## src/rtl/vga_pkg.sv

```systemverilog
`default_nettype none
// +--------------------------------------------------------------------------+
// | vga_pkg : 640x480@60 VGA timing constants and pipeline stage type         |
// | Revision: 1.0                                                            |
// +--------------------------------------------------------------------------+
package vga_pkg;

  localparam logic [9:0] c_h_active = 10'd640;
  localparam logic [9:0] c_h_fp     = 10'd16;
  localparam logic [9:0] c_h_sync   = 10'd96;
  localparam logic [9:0] c_h_bp     = 10'd48;
  localparam logic [9:0] c_h_total  = c_h_active + c_h_fp + c_h_sync + c_h_bp;

  localparam logic [9:0] c_v_active = 10'd480;
  localparam logic [9:0] c_v_fp     = 10'd10;
  localparam logic [9:0] c_v_sync   = 10'd2;
  localparam logic [9:0] c_v_bp     = 10'd33;
  localparam logic [9:0] c_v_total  = c_v_active + c_v_fp + c_v_sync + c_v_bp;

  localparam logic [9:0] c_h_sync_start = c_h_active + c_h_fp;
  localparam logic [9:0] c_h_sync_end   = c_h_sync_start + c_h_sync;
  localparam logic [9:0] c_v_sync_start = c_v_active + c_v_fp;
  localparam logic [9:0] c_v_sync_end   = c_v_sync_start + c_v_sync;
  localparam logic [9:0] c_h_last       = c_h_total - 10'd1;
  localparam logic [9:0] c_v_last       = c_v_total - 10'd1;
  localparam logic [9:0] c_v_last_act   = c_v_active - 10'd1;

  // Per-pixel side-band carried alongside the memory fetch.
  typedef struct packed {
    logic in_img;
    logic hs;
    logic vs;
  } stage_t;

  localparam stage_t c_stage_idle = '{in_img: 1'b0, hs: 1'b1, vs: 1'b1};

  function automatic logic in_window(input logic [9:0] x,
                                     input logic [9:0] lo,
                                     input logic [9:0] hi);
    return (x >= lo) && (x < hi);
  endfunction

endpackage
`default_nettype wire

```

## src/rtl/vga_timing.sv

```systemverilog
`default_nettype none
// +--------------------------------------------------------------------------+
// | vga_timing : free-running H/V counters with active-low sync decode        |
// | Revision: 1.0                                                            |
// +--------------------------------------------------------------------------+
module vga_timing
  import vga_pkg::*;
(
  input  logic       clk,
  input  logic       reset,
  output logic [9:0] hc,
  output logic [9:0] vc,
  output logic       hs,
  output logic       vs
);

  logic [9:0] r_hc;
  logic [9:0] r_vc;
  logic       w_h_wrap;
  logic       w_v_wrap;

  assign w_h_wrap = (r_hc == c_h_last);
  assign w_v_wrap = (r_vc == c_v_last);

  always_ff @(posedge clk or negedge reset) begin
    if (!reset) begin
      r_hc <= '0;
      r_vc <= '0;
    end else if (w_h_wrap) begin
      r_hc <= '0;
      r_vc <= w_v_wrap ? '0 : r_vc + 10'd1;
    end else begin
      r_hc <= r_hc + 10'd1;
    end
  end

  assign hc = r_hc;
  assign vc = r_vc;
  assign hs = !in_window(r_hc, c_h_sync_start, c_h_sync_end);
  assign vs = !in_window(r_vc, c_v_sync_start, c_v_sync_end);

endmodule
`default_nettype wire

```

## src/rtl/vga_frame_reader.sv

```systemverilog
`default_nettype none
// +--------------------------------------------------------------------------+
// | vga_frame_reader : streams a greyscale frame from memory to VGA RGB       |
// | Revision: 1.0                                                            |
// +--------------------------------------------------------------------------+
module vga_frame_reader
  import vga_pkg::*;
#(
  parameter int          IMG_W     = 256,
  parameter int          IMG_H     = 256,
  parameter logic [31:0] BASE_ADDR = 32'h0
) (
  input  logic        clk,
  input  logic        reset,
  input  logic        image_select,
  input  logic [7:0]  encrypted_gpu,
  input  logic [7:0]  decrypted_gpu,
  output logic [31:0] gpu_address,
  output logic        hsync,
  output logic        vsync,
  output logic [23:0] rgb_out,
  output logic        frame_done
);

  localparam logic [31:0] c_img_w = 32'(IMG_W);
  localparam logic [31:0] c_img_h = 32'(IMG_H);

  logic [9:0]  w_hc;
  logic [9:0]  w_vc;
  logic        w_hs;
  logic        w_vs;
  logic        w_frame_start;
  stage_t      w_s0;
  logic [31:0] w_addr;
  logic [7:0]  w_pix;

  stage_t      r_s1;
  logic        r_frame_sel;
  logic [31:0] r_addr;
  logic [23:0] r_rgb;
  logic        r_hsync;
  logic        r_vsync;

  vga_timing u_timing (
    .clk   (clk),
    .reset (reset),
    .hc    (w_hc),
    .vc    (w_vc),
    .hs    (w_hs),
    .vs    (w_vs)
  );

  always_comb begin
    w_s0.in_img   = ({22'd0, w_hc} < c_img_w) && ({22'd0, w_vc} < c_img_h);
    w_s0.hs       = w_hs;
    w_s0.vs       = w_vs;
    w_addr        = BASE_ADDR + ({22'd0, w_vc} * c_img_w) + {22'd0, w_hc};
    w_frame_start = (w_hc == 10'd0) && (w_vc == 10'd0);
    w_pix         = r_frame_sel ? decrypted_gpu : encrypted_gpu;
  end

  // Source is sampled once per frame so a frame never mixes two images.
  always_ff @(posedge clk or negedge reset) begin
    if (!reset) begin
      r_frame_sel <= 1'b0;
    end else if (w_frame_start) begin
      r_frame_sel <= image_select;
    end
  end

  // Stage 1: issue fetch; address holds outside the image.
  always_ff @(posedge clk or negedge reset) begin
    if (!reset) begin
      r_s1   <= c_stage_idle;
      r_addr <= BASE_ADDR;
    end else begin
      r_s1 <= w_s0;
      if (w_s0.in_img) begin
        r_addr <= w_addr;
      end
    end
  end

  // Stage 2: memory byte is valid now, one cycle after the address.
  always_ff @(posedge clk or negedge reset) begin
    if (!reset) begin
      r_rgb   <= '0;
      r_hsync <= 1'b1;
      r_vsync <= 1'b1;
    end else begin
      r_rgb   <= r_s1.in_img ? {3{w_pix}} : 24'h0;
      r_hsync <= r_s1.hs;
      r_vsync <= r_s1.vs;
    end
  end

  assign gpu_address = r_addr;
  assign rgb_out     = r_rgb;
  assign hsync       = r_hsync;
  assign vsync       = r_vsync;
  assign frame_done  = (w_hc == c_h_last) && (w_vc == c_v_last_act);

endmodule
`default_nettype wire

```

## config.mk

```make
export PLATFORM = sky130hd
export DESIGN_NAME = vga_frame_reader
export DESIGN_NICKNAME = d
export VERILOG_FILES = /design/src/rtl/vga_pkg.sv /design/src/rtl/vga_timing.sv /design/src/rtl/vga_frame_reader.sv
export SDC_FILE = /design/constraint.sdc
export NUM_CORES = 1
export LEC_CHECK = 0
export BUFFER_PORTS_ARGS = -buffer_cell sky130_fd_sc_hd__buf_2
export CAP_MARGIN = 10
export CORE_ASPECT_RATIO = 2
export CORE_UTILIZATION = 35
export CTS_CLUSTER_DIAMETER = 120
export DETAILED_ROUTE_END_ITERATION = 7
export SYNTH_ARGS = -nofsm -noshare
export SYNTH_HDL_FRONTEND = slang
export SYNTH_HIERARCHICAL = 1
export SYNTH_SLANG_ARGS = --single-unit
```

## constraint.sdc

```tcl
create_clock -name clk -period 1.8 [get_ports clk]
set_input_delay 0.09 -clock clk [delete_from_list [all_inputs] [get_ports clk]]
set_output_delay 0.09 -clock clk [all_outputs]
set_load 0.005 [all_outputs]
```

## Word level (Yosys, flattened, before mapping)

Cells that the tools add are included.

| storage, ports and cells | value |
|---|---|
| input port bits | 19 |
| word-level logic and storage cells | 35 |
| output and inout port bits | 59 |
| bits in registers | 82 |

| cells by class | value |
|---|---|
| mux-type cells | 4 |
| reductions and logical operators | 9 |
| equality and inequality tests | 3 |
| magnitude comparators | 6 |
| add/subtract/negate cells | 3 |

Operator list:

| operator | number |
|---|---|
| 10-bit by 9-bit < comparator with 1-bit output, second input constant | 3 |
| 24-bit 2-to-1 mux | 1 |
| 10-bit by 1-bit adder with 10-bit output, second input constant | 2 |
| 10-bit equality test, second input constant | 2 |
| 10-bit logical NOT | 2 |
| 10-bit 2-to-1 mux | 2 |
| 18-bit by 10-bit adder with 19-bit output | 1 |
| 10-bit by 9-bit equality test with 1-bit output, second input constant | 1 |
| 10-bit >= comparator, second input constant | 1 |
| 10-bit by 9-bit >= comparator with 1-bit output, second input constant | 1 |
| 10-bit < comparator, second input constant | 1 |
| 8-bit 2-to-1 mux | 1 |
| 1-bit logical AND | 5 |
| 1-bit logical NOT | 2 |

## Logic depth before layout (Yosys ltp)

Gate-level depths: netlist of run 1.

| depth | value |
|---|---|
| depth in word-level cells | 3 |
| gate-level depth with buffers | 7 |

## Hierarchy

The synthesis of run 1 kept the hierarchy.

Modules (own cells, without submodules):

| module | instances | area an instance (µm²) | cells an instance |
|---|---|---|---|
| vga_frame_reader | 1 | 1645.3 | 165 |
| vga_timing | 1 | 1051.0 | 101 |

## Least setup slack after synthesis of run 1

OpenSTA, ideal clock, no wires.

| timing path | value |
|---|---|
| path kind | register to register |
| start point | register u_timing.r_hc[0], in the netlist u_timing/hc[0] |
| end point | register u_timing.r_vc[9], in the netlist u_timing/vc[9] |
| cell stages (with the launch flop) | 6 |
| required time | 1723 ps |
| buffers on the path | 0 |
| period minus slack after synthesis | 1733 ps |
| setup slack | 67 ps |
| arrival time | 1656 ps |
| path through | dfrtp_1 ha_1 and3_1 nand4_4 or4_1 a21oi_1 |

| between the ends | value |
|---|---|
| longest elaborated chain between the ends | 1 |

Ends and longest elaborated chain:

| what | RTL line | source |
|---|---|---|
| from (decl) | vga_timing.sv:17 | `logic [9:0] r_hc;` |
| from (signal assigned) | vga_timing.sv:33 | `r_hc <= r_hc + 10'd1;` |
| 10-bit equality test | vga_timing.sv:22 | `assign w_h_wrap = (r_hc == c_h_last);` |
| to (signal assigned) | vga_timing.sv:31 | `r_vc <= w_v_wrap ? '0 : r_vc + 10'd1;` |
| to (decl) | vga_timing.sv:18 | `logic [9:0] r_vc;` |

Every way passes these cells.
A chain may end at the register's enable or synchronous reset.

## Worst setup path in the final report of run 1

| timing path | value |
|---|---|
| start point | register u_timing.r_hc[7], in the netlist u_timing/hc[7] |
| end point | output port frame_done |

| between the ends | value |
|---|---|
| longest elaborated chain between the ends | 2 |

Ends and longest elaborated chain:

| what | RTL line | source |
|---|---|---|
| 10-bit equality test | vga_frame_reader.sv:101 | `assign frame_done = (w_hc == c_h_last) && (w_vc == c_v_last_act);` |
| 1-bit logical AND | vga_frame_reader.sv:101 |  |
| to (decl) | vga_frame_reader.sv:22 | `output logic frame_done` |

Every way passes these cells.

==> reports/results.ini, run 1 <==
[run_status]
status = complete, but fails checks
violations = setup timing

[sta]
fmax_ghz = 0.5249
period_share_pct = 105.8
clock_skew_ns = 0.006291
maxSlewHeadroom_pct = 63.58
tightest_slew_ns = 0.5463
rsz0062_at_grt = yes
finalHoldViolations = 0
final_max_slew_viol_count = 0
fin_hold_ws_ns = 0.03715
min_period_ns = 1.905
finalWorstSetupSlack_ns = -0.1050
setup_viol = 2

[cells_and_area]
drive_above_1_share_pct = 34.40
layout.nets = 369
syn2layout_area_growth_pct = 24.55
num-fill-cells = 758
finalInstanceArea_sq_um = 3358
num_antenna_cells = 0

[worst_setup_path]
path_cells = or4_1, or4_1, nor2_1, buf_2
worstPathArrival_ns = 1.81
cp_slowest_cell = or4_1
required_ns = 1.71
crit_path_start_kind = register
criticalPathCategory = reg2out
cp_common_cell = or4_1
endpoint_kind = output pin
cp_max_fo = 2
path_buf_inv = 1
path_delay_family = simple AND/OR/NAND/NOR gates
cpPeakStageDelay_ns = 0.53

[synth]
synth-main-ff-cell = dfrtp_1
ys_ff_latch = 53
syn_area_sq_um = 2696
yosys.cell_types.count = 41
syn_avg_cell_area_sq_um = 10.14
ys_seq_area_share_pct = 49.37
yosysWarnings = 6
syn_inst = 266
async_flop_share_pct = 100.0
synth_edf_count = 0

[drt]
vias = 2093
drt_iter0_markers = 156
drtPass1Iterations = 4
route.detailed.drc = 0
wirelength_um = 5915
viasPerCell = 4.789
ant_nets = 0
wire_per_inst_um = 13.54

[power_and_ir_drop]
p_clk_share_pct = 43.5
p_int_uw = 1861
switching_share_pct = 21.26
p_seq_share_pct = 51.5
power_frac_comb_pct = 5.0
p_leak_uw = 0.001714
vdd_drop_max_mv = 0.4913
p_sw_uw = 502.5
p_total_uw = 2363
powerDensity_nw_per_um2 = 703.8

[die]
ios = 78
num_rows = 45
start_util_pct = 35.74
die_h_um = 126.1
core_area_sq_um = 7545
dieArea_sq_um = 8080
dieWidth_um = 64.07

[clock_network]
clk_pin_slew_ns = 0.07
clock_path_buffers = 2
clk_latency_ns = 0.29
cts_root_buffer = clkbuf_16
cts_sinks = 53
cts_buffers = 5
cts_max_level = 2
cts_tree = done

[place]
dp_slack_ns = 0.04035
portBuffers = 64
placed_area_sq_um = 3122
routabilityCongestion = 0.8811
hpwl_um = 4457

[hold_path]
hp-class = in2reg

[grt]
grt_pass1_vias = 2029
antenna_found_initial = 0
grt_max_degree = 32
gr-total-overflow = 0
grt_usage_pct = 15.25
grt_pass1_wl_um = 9473

[job]
max_cap_violations = 0

[final cells by class]
type,instances,area (sq um),share of cell area [%]
sequential,53,1331,39.64
multi-input combinational,181,1169,34.80
timing repair buffer,92,545.5,16.24
clock buffer,7,152.6,4.545
clock inverter,1,8.758,0.2608
inverter,9,33.78,1.006
tap,94,117.6,3.502
[per-stage QoR]
step	instances	setup TNS [ns]	util [%]
2_1_floorplan	278	0	-
3_3_place_gp	424	0	41.38
3_5_place_dp	424	0	41.38
4_1_cts	435	-0.1650	43.85
5_1_grt	437	-0.2925	44.51
6_report	437	-0.1510	44.51
[cell usage after synthesis, types with 5 or more instances]
master,n,area (sq um)
nand3_1,9,45.04
nor2b_1,8,50.05
inv_1,8,30.03
nor2_1,9,33.78
mux2i_1,8,80.08
nand2_1,45,168.9
o21ai_0,14,70.07
ha_1,7,87.58
dfrtp_1,49,1226
xor2_1,12,105.1
buf_4,29,217.7
or4_1,5,37.54
nand4_1,7,43.79
xnor2_1,5,43.79
[path summary, 6_finish.rpt]
path | slack (ns) | cells past startpoint | end | startpoint
min in group asynchronous | 0.31 | 2 | u_timing/vc[6]$_DFFE_PN0N_ | reset
setup / recovery | -0.10 | 4 | frame_done | u_timing/hc[7]$_DFF_PN0_
hold reg to reg | 0.36 | 0 | vsync$_DFF_PN1_ | r_s1[0]$_DFF_PN1_
max in group asynchronous | 0.87 | 3 | hsync$_DFF_PN1_ | reset
hold / removal | 0.04 | 2 | r_frame_sel$_DFFE_PN0P_ | image_select
setup reg to reg | -0.05 | 5 | u_timing/vc[9]$_DFFE_PN0N_ | u_timing/hc[7]$_DFF_PN0_
[per-layer routing]
metal,track usage (%),vias to the layer above,part of all wire [%]
met3,2.446,19,4.0
met4,8.824,0,4.2
li1,-,1009,-
met1,15.45,995,36
met5,0,-,0
met2,28.35,70,56
[state kept, by name (all words and copies together) (netlist names)]
register,count
rgb_out,8
gpu_address,19
r_s1,3
vsync,1
u_timing/hc,10
r_frame_sel,1
u_timing/vc,10
hsync,1
[power groups by stage]
stage | Combinational (uW) | Sequential, uW | Clock (uW)
floorplan | 90.5 | 1240 | 0
global placement | 118 | 1240 | 0
detailed placement | 119 | 1240 | 0
CTS | 121 | 1220 | 1050
global route | 135 | 1220 | 1090
finish | 117 | 1220 | 1030
[placed cells by master, fill, tap and decap left out, types with 5 or more instances in the layout]
cell type / instances
dfrtp_1: 49
buf_2: 64
xnor2_1: 5
ha_1: 6
nand4_1: 7
nor2_1: 8
nor2b_1: 8
o21ai_0: 13
inv_1: 8
nand2_1: 45
mux2i_1: 8
buf_4: 26
conb_1: 13
xor2_1: 12
nand3_1: 9
clkbuf_16: 5
[worst reg2reg max path: cells and delay by family, from the launching register on]
family	cells	cell delay (ns)
flops	1	0.38
simple gates	3	1.12
compound gates	1	0.14
buf+inv	1	0.15
[cells by family (layout without fill, tap and decap cells)]
logic type      count (synthesis)  count (layout)  share of synthesized area [%]
xor+xnor                       17              17                          5.522
fa+ha+maj                       8               8                          3.991
simple gates                  111             111                          22.55
flops                          53              53                          49.37
buf+inv                        44             109                          10.26
compound gates                 23              23                          4.779
other cells                     1              13                         0.1391
mux                             9               9                          3.388
[repair_timing]
action / CTS / global route
endpoints found under the setup margin: 1 / 6
hold buffers: 1 / 0
buffers inserted: 2 / 2
pin swaps: 3 / 3
endpoints found under the hold margin: 20 / 0
gates resized for setup: 0 / 11
No activity file was read; power rests on OpenSTA's default activity.
==> run 2: changes to the inputs <==
--- a/config.mk
+++ b/config.mk
@@ -8,7 +8,7 @@
 export BUFFER_PORTS_ARGS = -buffer_cell sky130_fd_sc_hd__buf_2
 export CAP_MARGIN = 10
 export CORE_ASPECT_RATIO = 2
-export CORE_UTILIZATION = 35
+export CORE_UTILIZATION = 28
 export CTS_CLUSTER_DIAMETER = 120
 export DETAILED_ROUTE_END_ITERATION = 7
 export SYNTH_ARGS = -nofsm -noshare
==> run 2 against run 1 <==
  * The flow finishes with violations (DRC, setup timing)
  * Clock power increased by 8%
  * First-iteration DRC count decreased by 22%
  * Total power increased by 3.5%
  * Cell area increased by 1.3%
  * Sequential power about the same
  * Combinational power about the same
  * Via count increased by 1.8%
  * Setup slack got worse by 0.013 ns
  * Critical endpoint unchanged
  * Highest routed layer unchanged
==> reports/results.ini, run 2 (synthesis gave the netlist of run 1 again) <==
[run_status]
status = complete, but fails checks  ; unchanged
violations = DRC, setup timing  ; was setup timing

[sta]
finalHoldViolations = 0  ; unchanged
period_share_pct = 106.5  ; was 105.8%
fmax_ghz = 0.5214  ; was 0.5249 GHz
setup_viol = 1  ; was 2
finalWorstSetupSlack_ns = -0.1178  ; was -0.1050 ns
rsz0062_at_grt = yes  ; unchanged
final_max_slew_viol_count = 0  ; unchanged
min_period_ns = 1.918  ; was 1.905 ns
clock_skew_ns = 0.005735  ; was 0.006291 ns

[drt]
drtPass1Iterations = 6  ; was 4
viasPerCell = 4.736  ; was 4.789
ant_nets = 0  ; unchanged
vias = 2131  ; was 2093
wirelength_um = 6047  ; was 5915 um
wire_per_inst_um = 13.44  ; was 13.54 um
drt_iter0_markers = 122  ; was 156
route.detailed.drc = 10  ; was 0

[place]
routabilityCongestion = 0.8150  ; was 0.8811
hpwl_um = 4567  ; was 4457 um
portBuffers = 64  ; unchanged

[grt]
grt_pass1_vias = 2070  ; was 2029
grt_max_degree = 54  ; was 32
gr-total-overflow = 0  ; unchanged
grt_pass1_wl_um = 9894  ; was 9473 um
antenna_found_initial = 0  ; unchanged
grt_usage_pct = 12.89  ; was 15.25%

[clock_network]
cts_root_buffer = clkbuf_16  ; unchanged
cts_buffers = 5  ; unchanged
clk_latency_ns = 0.29  ; about the same
cts_tree = done  ; unchanged
clock_path_buffers = 2  ; unchanged
clk_pin_slew_ns = 0.07  ; about the same
cts_max_level = 2  ; unchanged
cts_sinks = 53  ; unchanged

[worst_setup_path]
criticalPathCategory = reg2out  ; unchanged
endpoint_kind = output pin  ; unchanged
crit_path_start_kind = register  ; unchanged
cp_max_fo = 2  ; unchanged
required_ns = 1.71  ; about the same
worstPathArrival_ns = 1.83  ; was 1.81 ns
path_cells = or4_4, or4_1, nor2_1, buf_2  ; was or4_1, or4_1, nor2_1, buf_2
cpPeakStageDelay_ns = 0.54  ; was 0.53 ns
cp_slowest_cell = or4_4  ; was or4_1

[cells_and_area]
seqCellArea_sq_um = 1333  ; was 1331 sq um
final_cell_mix = buf_2, dfrtp_1, nand2_1  ; unchanged
largest_reg_flops = 19  ; unchanged
drive_above_1_share_pct = 34.97  ; was 34.40%
num-fill-cells = 938  ; was 758
fin_util_pct = 36.25  ; was 44.51%
syn2layout_area_growth_pct = 26.17  ; was 24.55%
num_antenna_cells = 0  ; unchanged
layout.nets = 372  ; was 369
layout_commonest_cell = buf_2  ; unchanged
multi_input_area_sq_um = 1161  ; was 1169 sq um

[job]
max_cap_violations = 0  ; unchanged

[die]
start_util_pct = 28.73  ; was 35.74%
ios = 78  ; unchanged
dieArea_sq_um = 10050  ; was 8080 sq um
core_area_sq_um = 9384  ; was 7545 sq um
num_rows = 50  ; was 45
die_h_um = 140.8  ; was 126.1 um
dieWidth_um = 71.39  ; was 64.07 um

[power_and_ir_drop]
powerDensity_nw_per_um2 = 719.1  ; was 703.8 nW/um^2
p_total_uw = 2446  ; was 2363 uW
p_leak_uw = 0.001719  ; was 0.001714 uW
vdd_drop_max_mv = 0.3497  ; was 0.4913 mV

[hold_path]
hp-class = in2reg  ; unchanged

-- run 2: layout make-up --
cell class | instances | area share [%]
clock buffers | 7 | 4.193
inverters | 9 | 0.9930
repair buffers | 95 | 16.81
well taps | 104 | 3.825
flip-flops and latches | 53 | 39.17
multi-input cells | 181 | 34.13
clock inverters | 1 | 0.8827
-- run 2: worst paths after layout --
kind | startpoint | end | slack, ns | depth (start not counted)
max in group asynchronous | reset | r_s1[1]$_DFF_PN1_ | 1.17 | 3
worst max-delay path | u_timing/hc[5]$_DFF_PN0_ | frame_done | -0.12 | 4
worst min register to register | r_s1[0]$_DFF_PN1_ | vsync$_DFF_PN1_ | 0.36 | 0
min in group asynchronous | reset | u_timing/vc[2]$_DFFE_PN0N_ | 0.33 | 3
worst max register to register | u_timing/hc[5]$_DFF_PN0_ | u_timing/vc[8]$_DFFE_PN0N_ | 0.03 | 6
worst min-delay path | image_select | r_frame_sel$_DFFE_PN0P_ | 0.03 | 2
-- run 2: report_power, final --
group          leakage (uW)  total, uW  internal [uW]  switching, uW
clock             0.0000841       1110            695            414
sequential         0.000675       1220           1210           12.8
combinational      0.000960        119           58.6           60.4
-- run 2: repair_timing --
action                                 4_1_cts  5_1_grt
buffers inserted                             1        5
setup endpoints to repair                    1        7
gates resized for setup                      1       10
endpoints found under the hold margin       49        0
pin swaps                                    3        5
hold buffers                                 1        0
-- run 2: critical path, delay by kind of cell (launching register included) --
| kind | cells | cell delay (ns) |
|---|---|---|
| AND/OR/NAND/NOR | 3 | 1.03 |
| flip-flops | 1 | 0.38 |
| buffers and inverters | 1 | 0.12 |
-- run 2: stage by stage --
stage / setup slack (ns) / area [sq um] / std cells / hold WS [ns] / setup TNS, ns
CTS: -0.1340 / 3336 / 445 / 0.02604 / -0.1834
finish: -0.1178 / 3402 / 450 / 0.03071 / -0.1178
global placement: 0.02582 / 3142 / 435 / 0.09886 / 0
global route: -0.1590 / 3402 / 450 / 0.04631 / -0.2627
detailed placement: 0.03077 / 3142 / 435 / 0.1122 / 0
floorplan: 0.06670 / 2741 / 278 / -0.2056 / 0
-- run 2: routing by layer --
metal / wire length [um] / vias up / track usage, %
met4: 186 / 0 / 8.000
li1: - / 1015 / -
met5: 0 / - / 0
met3: 184 / 9 / 1.358
met2: 3625 / 59 / 25.51
met1: 2051 / 1048 / 11.98
